[config.mk]
export PLATFORM = sky130hd
export DESIGN_NAME = operand_pair_fifo
export DESIGN_NICKNAME = d
export VERILOG_FILES = /design/src/rtl/operand_pair_fifo_pkg.sv /design/src/rtl/operand_pair_fifo_ram_2p.sv /design/src/rtl/operand_pair_fifo.sv
export SDC_FILE = /design/constraint.sdc
export NUM_CORES = 1
export LEC_CHECK = 0
export BUFFER_PORTS_ARGS = -buffer_cell sky130_fd_sc_hd__buf_2
export CAP_MARGIN = 25
export CORE_ASPECT_RATIO = 0.75
export CORE_MARGIN = 4
export CORE_UTILIZATION = 35
export CTS_CLUSTER_SIZE = 30
export DETAILED_ROUTE_END_ITERATION = 12
export PLACE_DENSITY_LB_ADDON = 0.2
export SYNTH_ARGS = -nofsm -noshare
export SYNTH_HDL_FRONTEND = slang
export SYNTH_SLANG_ARGS = --single-unit
[constraint.sdc]
create_clock -name clkIn -period 8.85 [get_ports clkIn]
set_input_delay 1.77 -clock clkIn [delete_from_list [all_inputs] [get_ports clkIn]]
set_output_delay 1.77 -clock clkIn [all_outputs]
set_load 0.01 [all_outputs]
[src/rtl/operand_pair_fifo_pkg.sv]
// rtl/operand_pair_fifo_pkg.sv - shared defaults and width helper for the operand pair fifo
package operand_pair_fifo_pkg;

  localparam int DEFAULT_DATA_WIDTH = 32;
  localparam int DEFAULT_DEPTH      = 8;

  // Smallest n with 2**n >= value; evaluated at elaboration to size pointers.
  function automatic int log2_ceil(input int value);
    int result;
    result = 0;
    for (int i = 0; i < 31; i++) begin
      if ((1 << i) < value) result = i + 1;
    end
    return result;
  endfunction

endpackage

[src/rtl/operand_pair_fifo_ram_2p.sv]
// rtl/operand_pair_fifo_ram_2p.sv - register-array pair storage, synchronous write, asynchronous read
module fifo_ram_2p #(
  parameter int WIDTH      = 64,
  parameter int DEPTH      = 8,
  parameter int ADDR_WIDTH = 3
) (
  input  logic                  clk_i,
  input  logic                  wr_en_i,
  input  logic [ADDR_WIDTH-1:0] wr_addr_i,
  input  logic [WIDTH-1:0]      wr_data_i,
  input  logic [ADDR_WIDTH-1:0] rd_addr_i,
  output logic [WIDTH-1:0]      rd_data_o
);

  logic [WIDTH-1:0] mem_q [DEPTH];

  // Contents are deliberately left unreset; the fifo never presents an unwritten slot as valid.
  always_ff @(posedge clk_i) begin
    if (wr_en_i) mem_q[wr_addr_i] <= wr_data_i;
  end

  assign rd_data_o = mem_q[rd_addr_i];

endmodule

[src/rtl/operand_pair_fifo.sv]
// rtl/operand_pair_fifo.sv - FWFT (A,B) pair fifo with drop detection
// Optional accepted/dropped pair counters under OPERAND_FIFO_STATS_EN.
module operand_pair_fifo
  import operand_pair_fifo_pkg::*;
#(
  parameter int DATA_WIDTH = DEFAULT_DATA_WIDTH,
  parameter int DEPTH      = DEFAULT_DEPTH,
  parameter int ADDR_WIDTH = log2_ceil(DEPTH)
) (
  input  logic                  clkIn,
  input  logic                  rstnIn,
  input  logic [DATA_WIDTH-1:0] dataAIn,
  input  logic [DATA_WIDTH-1:0] dataBIn,
  input  logic                  validIn,
  output logic [DATA_WIDTH-1:0] dataAOut,
  output logic [DATA_WIDTH-1:0] dataBOut,
  output logic                  validOut,
  input  logic                  readyIn,
  output logic [ADDR_WIDTH:0]   countOut,
  output logic                  fullOut,
  output logic                  overflowOut,
  output logic [31:0]           pushCountOut,
  output logic [31:0]           dropCountOut
);

  localparam int                PAIR_WIDTH = 2 * DATA_WIDTH;
  localparam logic [ADDR_WIDTH:0] FULL_COUNT = (ADDR_WIDTH + 1)'(DEPTH);

  logic [ADDR_WIDTH-1:0] wr_ptr_q, wr_ptr_d;
  logic [ADDR_WIDTH-1:0] rd_ptr_q, rd_ptr_d;
  logic [ADDR_WIDTH:0]   count_q, count_d;
  logic                  overflow_q, overflow_d;
  logic                  full, pop, push, drop;
  logic [PAIR_WIDTH-1:0] rd_pair;

  assign full     = (count_q == FULL_COUNT);
  assign validOut = (count_q != '0);
  assign pop      = validOut & readyIn;
  // A pop in the same cycle frees the slot the incoming pair needs.
  assign push     = validIn & (!full | pop);
  assign drop     = validIn & full & !pop;

  always_comb begin
    wr_ptr_d   = wr_ptr_q;
    rd_ptr_d   = rd_ptr_q;
    count_d    = count_q;
    overflow_d = overflow_q | drop;
    if (push) wr_ptr_d = wr_ptr_q + ADDR_WIDTH'(1);
    if (pop)  rd_ptr_d = rd_ptr_q + ADDR_WIDTH'(1);
    case ({push, pop})
      2'b10:   count_d = count_q + (ADDR_WIDTH + 1)'(1);
      2'b01:   count_d = count_q - (ADDR_WIDTH + 1)'(1);
      default: count_d = count_q;
    endcase
  end

  always_ff @(posedge clkIn or negedge rstnIn) begin
    if (!rstnIn) begin
      wr_ptr_q   <= '0;
      rd_ptr_q   <= '0;
      count_q    <= '0;
      overflow_q <= 1'b0;
    end else begin
      wr_ptr_q   <= wr_ptr_d;
      rd_ptr_q   <= rd_ptr_d;
      count_q    <= count_d;
      overflow_q <= overflow_d;
    end
  end

  fifo_ram_2p #(
    .WIDTH      (PAIR_WIDTH),
    .DEPTH      (DEPTH),
    .ADDR_WIDTH (ADDR_WIDTH)
  ) u_ram (
    .clk_i     (clkIn),
    .wr_en_i   (push),
    .wr_addr_i (wr_ptr_q),
    .wr_data_i ({dataAIn, dataBIn}),
    .rd_addr_i (rd_ptr_q),
    .rd_data_o (rd_pair)
  );

  assign {dataAOut, dataBOut} = rd_pair;
  assign countOut             = count_q;
  assign fullOut              = full;
  assign overflowOut          = overflow_q;

`ifdef OPERAND_FIFO_STATS_EN
  logic [31:0] push_cnt_q, push_cnt_d;
  logic [31:0] drop_cnt_q, drop_cnt_d;

  // Counters hold at all-ones rather than wrap.
  always_comb begin
    push_cnt_d = push_cnt_q;
    drop_cnt_d = drop_cnt_q;
    if (push && (push_cnt_q != '1)) push_cnt_d = push_cnt_q + 32'd1;
    if (drop && (drop_cnt_q != '1)) drop_cnt_d = drop_cnt_q + 32'd1;
  end

  always_ff @(posedge clkIn or negedge rstnIn) begin
    if (!rstnIn) begin
      push_cnt_q <= '0;
      drop_cnt_q <= '0;
    end else begin
      push_cnt_q <= push_cnt_d;
      drop_cnt_q <= drop_cnt_d;
    end
  end

  assign pushCountOut = push_cnt_q;
  assign dropCountOut = drop_cnt_q;
`else
  assign pushCountOut = '0;
  assign dropCountOut = '0;
`endif

endmodule

==> results of run 1 <==
per-layer routing:
metal  vias to the layer above  global-route usage [%]  routed length, um
li1                       3854                       -                  -
met1                      4773                    18.6              19000
met2                       140                    22.5              20800
met3                        64                    2.82               1640
met4                         4                    3.59                802
met5                         -                       0                 26
kinds of logic (layout without fill, tap and decap cells):
group	after synthesis	in the layout	share of synthesized area, %
flops	523	523	77.0
mux	194	194	17.9
buf+inv	101	247	3.52
simple gates	31	31	0.794
compound gates	9	9	0.308
xor+xnor	7	7	0.302
fa+ha+maj	3	3	0.185
other cells	1	65	0.0185
where the power goes:
group	total, uW	internal [uW]	switching [uW]
sequential	3330	3120	217
clock	2090	1210	882
combinational	2180	1070	1110
Yosys cell counts (2+ instances only):
library cell  instances  area [um2]
nand2_1               6        22.5
nor2_1                9        33.8
a21oi_1               2        10.0
xnor2_1               3        26.3
dfrtp_1              11         275
mux4_2              128        2880
buf_1                10        37.5
edfxtp_1            512       15400
nor3_1                4        20.0
ha_1                  3        37.5
xor2_1                4        35.0
a21o_1                3        22.5
buf_2                 4        20.0
buf_4                66         495
nand2b_1              4        25.0
buf_6                11         124
clkbuf_1              9        33.8
mux2_2               65         732
nand3_1               2        10.0
sequential cells by signal, summed over array words and instances (netlist names):
| register | flops |
|---|---|
| u_ram.mem_q | 512 |
| wr_ptr_q | 3 |
| countOut | 4 |
| overflowOut | 1 |
| rd_ptr_q | 3 |
area by class of cell:
cell class	instances	area [um2]
antenna	1	2.50
clock buffer	65	1410
clock inverter	25	193
fill	5123	34100
inverter	1	3.75
multi-input combinational	308	4250
sequential	523	15700
tap	780	976
timing repair buffer	156	838
metrics by stage:
step                      hold WS [ns]  area, um2
after floorplan                  0.480      20600
after global placement           0.434      21700
after detailed placement         0.439      21700
after CTS                        0.452      23300
after global routing             0.473      23300
final                            0.450      23300
worst paths after layout:
path / slack, ns / endpoint / from
setup / recovery: 3.70 / dataAOut[7] / rd_ptr_q[0]
hold / removal: 0.45 / overflowOut / overflowOut
setup reg to reg: 5.57 / u_ram.mem_q[2][58] / countOut[1]
hold reg to reg: 0.45 / overflowOut / overflowOut
max in group asynchronous: 7.53 / rd_ptr_q[0] / rstnIn
min in group asynchronous: 1.07 / overflowOut / rstnIn
worst max-delay path, cell delays in order, from the launching register on:
cell and delay (ns):
dfrtp_4 1.01, buf_12 0.67, mux4_2 0.59, mux2_2 0.31, buf_2 0.15
==> impl_metrics.py, run 1 <==
metrics = {
    "route": {
        "detail-route-antenna-nets": 0,
        "drc": 0,
        "drt_first_pass_iters": 5,
        "wirelength_um": 42400,
        "wl_per_cell_um": 22.8,
        "drt_iter0_drc": 486,
        "vias_per_cell": 4.75,
        "vias": 8835,
    },
    "cts": {
        "numCtsBuffers": 53,
        "path_clk_slew_ns": 0.06,
        "cts_sinks": 523,
        "htreeDepth": 2,
        "postCtsHoldBufs": 0,
        "tritoncts": "yes",
        "ctsRootBufferMaster": "clkbuf_16",
        "post-cts-setup-buffer-count": 0,
        "post_cts_resized": 0,
        "clk_latency_ns": 0.58,
        "clock_path_buffers": 3,
    },
    "floorplanning": {
        "design.die.area_mm2": 0.0620,
        "fp.dieH_um": 217,
        "start_util_pct": 35.4,
        "die-width_um": 286,
        "core-area_mm2": 0.0574,
        "pin_count": 203,
        "num_rows": 76,
    },
    "logic_synthesis": {
        "synth_edf_count": 512,
        "synth_flop_cell": "edfxtp_1",
        "yosysSeqAreaShare_pct": 77.0,
        "syn_area_per_cell_um2": 23.4,
        "syn_area_mm2": 0.0203,
        "ys_ff_latch": 523,
        "yosysWarnings": 0,
        "synth.distinct_cells": 32,
        "syn_inst": 869,
        "ys_async_sr_fraction_pct": 2.10,
    },
    "cells_and_area": {
        "final_common_cell": "edfxtp_1",
        "final_util_pct": 40.6,
        "fin_cells": 1859,
        "nets": 1114,
        "syn2layout_area_growth_pct": 14.8,
        "final_cell_mix": "edfxtp_1 (512), buf_2 (138), mux4_2 (128)",
        "drive_gt1_share_pct": 39.7,
    },
    "power": {
        "ir_drop_uv": 245,
        "leakagePower_uw": 0.00765,
        "p_total_uw": 7600,
        "power_density_mw_per_mm2": 326,
    },
    "timing": {
        "finalCriticalPeriod_ns": 5.15,
        "setup_tns_ns": 0,
        "tightest_slew_ns": 1.01,
        "period_share_pct": 58.1,
        "setup_viol": 0,
        "rsz0062_at_grt": "false",
        "max_freq_mhz": 194,
        "worst_slack_ns": 3.70,
        "finalClockSkew_ns": 0.0125,
        "slew_violations": 0,
        "maxSlewHeadroom_pct": 32.4,
        "hold_violations": 0,
    },
    "place": {
        "dp.cells": 1768,
        "place_ws_ns": 4.14,
        "port_buffers": 138,
        "dpl.hpwl_um": 22300,
        "gp_congestion": 0.679,
    },
    "critical_path": {
        "path_class": "flip-flop to primary output",
        "end_kind": "primary output",
        "worstPathArrival_ns": 3.38,
        "crit_path_start_kind": "flip-flop",
        "cp_max_fo": 88,
        "r2r_cells": 5,
        "cp.required_ns": 7.08,
    },
    "job": {
        "max_cap_viol_count": 0,
    },
    "grt": {
        "gr-total-overflow": 0,
        "grt_max_degree": 89,
        "grt_pass1_vias": 9508,
        "grt_first_pass_wirelength_um": 63000,
        "antenna_found_initial": 3,
        "track_usage_pct": 13.6,
    },
    "run_status": {
        "outcome": "finished clean",
    },
    "hold_path": {
        "hold_path_class": "flip-flop to flip-flop",
        "holdPathStages": 1,
    },
}
(Power assumes the default switching activity.)
==> run 2, diff against run 1 <==
==> constraint.sdc (replaced) <==
create_clock -name clkIn -period 4.5 [get_ports clkIn]
set_input_delay 0.9 -clock clkIn [delete_from_list [all_inputs] [get_ports clkIn]]
set_output_delay 0.9 -clock clkIn [all_outputs]
set_load 0.01 [all_outputs]
==> impl_metrics.py, run 2 (same netlist as run 1, synthesis figures left out) <==
metrics = {
    "timing": {
        "slew_violations": 0,
        "setup_tns_ns": 0,
        "setup_viol": 0,
        "hold_violations": 0,
        "maxSlewHeadroom_pct": 43.3,
        "rsz0062_at_grt": "false",
        "finalCriticalPeriod_ns": 3.72,
        "finalClockSkew_ns": 0.0264,
        "tightest_slew_ns": 0.849,
        "period_share_pct": 82.6,
        "max_freq_mhz": 269,
        "whs_ns": 0.189,
    },
    "route": {
        "drt_iter0_drc": 550,
        "drt_first_pass_iters": 4,
        "detail-route-antenna-nets": 0,
        "wirelength_um": 42900,
        "drc": 0,
        "wl_per_cell_um": 22.9,
        "vias_per_cell": 4.76,
        "vias": 8912,
    },
    "place": {
        "port_buffers": 138,
        "dpl.hpwl_um": 23600,
        "gp_congestion": 0.678,
        "dp.cells": 1773,
    },
    "cts": {
        "post-cts-setup-buffer-count": 0,
        "htreeDepth": 2,
        "numCtsBuffers": 53,
        "clk_latency_ns": 0.60,
        "tritoncts": "yes",
        "post_cts_resized": 0,
        "cts_sinks": 523,
        "postCtsHoldBufs": 0,
        "clock_path_buffers": 3,
        "ctsRootBufferMaster": "clkbuf_16",
        "path_clk_slew_ns": 0.06,
    },
    "critical_path": {
        "worstPathArrival_ns": 2.82,
        "crit_start": "rd_ptr_q[0]",
        "crit_path_start_kind": "flip-flop",
        "crit_family": "multiplexers",
        "crit_end": "dataAOut[20]",
        "end_kind": "primary output",
        "r2r_start": "countOut[1]",
        "path_cells": "buf_12 -> mux4_2 -> mux2_2 -> buf_2",
        "path_class": "flip-flop to primary output",
        "r2r_cells": 5,
        "max_stage_delay_ns": 0.74,
        "critical_path_buf_inv_count": 2,
        "reg2reg_to": "u_ram.mem_q[6][41]",
        "reg2reg_slack_ns": 1.81,
        "cp.required_ns": 3.60,
        "cpMaxStageDelayCell": "dfrtp_4",
        "crit_cells": 4,
        "cp_max_fo": 42,
    },
    "run_status": {
        "outcome": "finished clean",
    },
    "cells_and_area": {
        "largest_register_ffs": 512,
        "fin_cells": 1871,
        "nets": 1119,
        "syn2layout_area_growth_pct": 16.2,
        "drive_gt1_share_pct": 40.8,
        "nFillCells": 5039,
        "final_util_pct": 41.1,
        "final_cell_mix": "edfxtp_1 (512), buf_2 (138), mux4_2 (128)",
        "final_common_cell": "edfxtp_1",
        "largest-register": "u_ram.mem_q",
    },
    "floorplanning": {
        "core-area_mm2": 0.0574,
        "start_util_pct": 35.4,
        "design.die.area_mm2": 0.0620,
        "die-width_um": 286,
        "fp.dieH_um": 217,
        "num_rows": 76,
        "pin_count": 203,
    },
    "grt": {
        "grt_pass1_vias": 9587,
        "grt_max_degree": 65,
        "gr-total-overflow": 0,
        "track_usage_pct": 13.7,
        "antenna_found_initial": 8,
        "grt_first_pass_wirelength_um": 63600,
    },
    "power": {
        "power_density_mw_per_mm2": 650,
        "ir_drop_uv": 290,
        "leakagePower_uw": 0.00775,
        "p_total_uw": 15400,
    },
    "job": {
        "max_cap_viol_count": 0,
    },
    "hold_path": {
        "hold_path_class": "primary input to async pin",
    },
}
-- run 2: worst reg2reg max path, cell delays in order, from the launching register on --
cell and delay (ns):
dfrtp_1 0.50, or3_4 0.20, o31a_1 0.31, nand2b_1 0.31, nor2_4 0.73, buf_12 0.31
-- run 2: stage by stage --
| step | cell area (um2) | setup slack [ns] |
|---|---|---|
| detailed placement | 21900 | 1.31 |
| finish | 23600 | 0.784 |
| CTS | 23600 | 0.679 |
| floorplan | 20600 | 0.0446 |
| global placement | 21900 | 1.33 |
| global route | 23600 | 0.597 |
-- run 2: worst min-delay path by stage --
stage                       end  slack [ns]  depth (start not counted)
floorplan           wr_ptr_q[0]        0.48                          1
global placement    overflowOut        0.44                          1
detailed placement  overflowOut        0.45                          1
CTS                 rd_ptr_q[2]        0.15                          1
global route        rd_ptr_q[2]        0.17                          1
finish              countOut[1]        0.19                          1
-- run 2: layer usage --
| metal | track usage, % | up-vias | share of wire (%) | routed length (um) |
|---|---|---|---|---|
| met5 | 0 | - | 0.16 | 70 |
| met4 | 3.56 | 12 | 2.0 | 842 |
| met3 | 3.06 | 71 | 5.0 | 2140 |
| met2 | 21.5 | 188 | 47 | 20200 |
| met1 | 19.6 | 4774 | 46 | 19600 |
| li1 | - | 3867 | - | - |
-- run 2: area by class of cell --
cell class / instances / area [um2] / share of cell area [%]
Timing Repair Buffer: 161 / 976 / 4.13
Tap cell: 780 / 976 / 4.13
Sequential cell: 523 / 15700 / 66.3
Multi-Input combinational cell: 308 / 4260 / 18.0
Antenna cell: 2 / 5.00 / 0.0212
Clock buffer: 62 / 1380 / 5.85
Inverter: 1 / 3.75 / 0.0159
Clock inverter: 34 / 350 / 1.48
-- run 2: report_power, final --
part | internal, uW | total, uW | switching, uW
Clock | 2540 | 4380 | 1830
Sequential | 6120 | 6540 | 412
Combinational | 2190 | 4440 | 2260
Total | 10900 | 15400 | 4500
==> run 3, diff against run 2 <==
==> constraint.sdc (replaced) <==
create_clock -name clkIn -period 3 [get_ports clkIn]
set_input_delay 0.6 -clock clkIn [delete_from_list [all_inputs] [get_ports clkIn]]
set_output_delay 0.6 -clock clkIn [all_outputs]
set_load 0.01 [all_outputs]
==> impl_metrics.py, run 3 (same netlist as run 1, synthesis figures left out) <==
metrics = {
    "run_status": {
        "outcome": "finished with violations",
        "violations": "negative setup slack",
    },
    "cells_and_area": {
        "nets": 1170,
        "syn2layout_area_growth_pct": 23.4,
        "largest_register_ffs": 512,
        "largest-register": "u_ram.mem_q",
        "nFillCells": 4960,
        "final_common_cell": "edfxtp_1",
        "final_cell_mix": "edfxtp_1 (512), mux4_2 (128), buf_2 (87)",
        "drive_gt1_share_pct": 43.4,
    },
    "cts": {
        "ctsRootBufferMaster": "clkbuf_16",
        "path_clk_slew_ns": 0.06,
        "numCtsBuffers": 53,
        "cts_sinks": 523,
        "clk_latency_ns": 0.59,
        "tritoncts": "yes",
        "htreeDepth": 2,
        "clock_path_buffers": 3,
    },
    "timing": {
        "whs_ns": 0.285,
        "finalClockSkew_ns": 0.0173,
        "rsz0062_at_grt": "true",
        "maxSlewHeadroom_pct": 61.9,
        "slew_violations": 0,
        "worst_slack_ns": -0.0143,
        "max_freq_mhz": 332,
        "finalCriticalPeriod_ns": 3.01,
        "setup_tns_ns": -0.0209,
        "tightest_slew_ns": 0.570,
        "period_share_pct": 100,
        "hold_violations": 0,
        "setup_viol": 4,
    },
    "route": {
        "vias": 9186,
        "drc": 0,
        "vias_per_cell": 4.78,
        "wirelength_um": 44600,
        "detail-route-antenna-nets": 0,
        "wl_per_cell_um": 23.2,
        "drt_first_pass_iters": 4,
        "drt_iter0_drc": 644,
    },
    "floorplanning": {
        "pin_count": 203,
        "design.die.area_mm2": 0.0620,
        "core-area_mm2": 0.0574,
        "num_rows": 76,
        "die-width_um": 286,
        "fp.dieH_um": 217,
        "start_util_pct": 35.4,
    },
    "grt": {
        "antenna_found_initial": 5,
        "grt_pass1_vias": 9654,
        "grtUsageMet2_pct": 22.8,
        "track_usage_pct": 14.3,
        "grt_first_pass_wirelength_um": 65500,
        "grtUsageMet1_pct": 20.4,
        "gr-total-overflow": 0,
        "busiest_layer": "met2",
        "grt_max_degree": 65,
        "use_met3_pct": 2.89,
    },
    "place": {
        "dpl.hpwl_um": 24800,
        "port_buffers": 138,
        "place_ws_ns": 0.464,
        "gp_congestion": 0.705,
    },
    "hold_path": {
        "hold_path_class": "primary input to flip-flop",
        "min_from": "dataBIn[24]",
    },
    "critical_path": {
        "worstPathArrival_ns": 2.41,
        "crit_start": "rd_ptr_q[0]",
        "cp.required_ns": 2.40,
        "crit_path_start_kind": "flip-flop",
        "path_class": "flip-flop to primary output",
        "r2r_start": "countOut[1]",
        "end_kind": "primary output",
        "cp_max_fo": 6,
    },
    "power": {
        "p_int_uw": 18100,
        "ir_drop_uv": 442,
        "p_seq_share_pct": 37.5,
        "pwr-share-comb_pct": 38.3,
        "p_total_uw": 25400,
        "clock_power_share_pct": 24.2,
        "swShare_pct": 28.7,
        "leakagePower_uw": 0.00853,
        "power_density_mw_per_mm2": 1010,
        "switchingPower_uw": 7300,
    },
    "job": {
        "max_cap_viol_count": 0,
    },
}
==> run 3: cell types whose count changed in the layout (fill, tap and decap cells not counted), moves of 4 or more <==
cell        before  now
mux2_2          65   13
mux2_4           1   53
buf_16           0   14
buf_12           9   36
buf_2          138   87
bufinv_16        6    2
buf_6            0   55
clkinv_2         7   12
clkinvlp_4       6    2
==> run 3: repair_timing <==
item / CTS / global route
endpoints found under the hold margin: 11 / 0
hold buffers: 1 / 0
gates resized for setup: 131 / 9
gates cloned: 12 / 1
endpoints found under the setup margin: 55 / 58
pin swaps: 0 / 0
setup buffers: 15 / 0
==> run 3: layer usage <==
layer,routed length (um),vias up
met4,643,4
li1,-,3989
met2,21700,206
met5,21,-
met3,2180,48
met1,20100,4939
==> run 3: through the flow <==
step	area [um2]	util (%)	cells
final	25100	43.7	1920
after global routing	25100	43.6	1918
after CTS	25000	43.6	1918
after detailed placement	22300	38.9	1796
after global placement	22300	38.9	1796
after floorplan	20600	-	932
==> run 3: layout make-up <==
cell class                      count  area (um2)  area share [%]
Clock inverter                     30         205           0.818
Clock buffer                       64        1410            5.62
Tap cell                          780         976            3.89
Antenna cell                        2        5.00          0.0200
Multi-Input combinational cell    308        4460            17.8
Timing Repair Buffer              212        2350            9.39
Sequential cell                   523       15700            62.5
Inverter                            1        3.75          0.0150
==> run 3: power by group through the flow <==
stage          combinational (uW)  clock, uW  sequential (uW)
5_1_grt                     10400       6700             9630
4_1_cts                      9930       6380             9560
3_5_place_dp                 7530          0             9770
6_report                     9740       6160             9550
2_1_floorplan                4870          0             9570
3_3_place_gp                 7540          0             9740
==> run 3: worst paths after layout <==
path | end | slack [ns] | cells past startpoint
worst max-delay path | dataBOut[1] | -0.01 | 6
worst min-delay path | u_ram.mem_q[6][24] | 0.28 | 1
worst max register to register | u_ram.mem_q[0][41] | 0.61 | 6
worst min register to register | overflowOut | 0.45 | 1
max in group asynchronous | rd_ptr_q[2] | 2.32 | 2
min in group asynchronous | rd_ptr_q[0] | 0.43 | 2
==> run 3: worst max-delay path, cell delays in order, from the launching register on <==
cell     delay (ns)
dfrtp_4        0.51
buf_12         0.16
buf_12         0.14
buf_16         0.13
mux4_2         0.43
mux2_4         0.32
buf_6          0.13
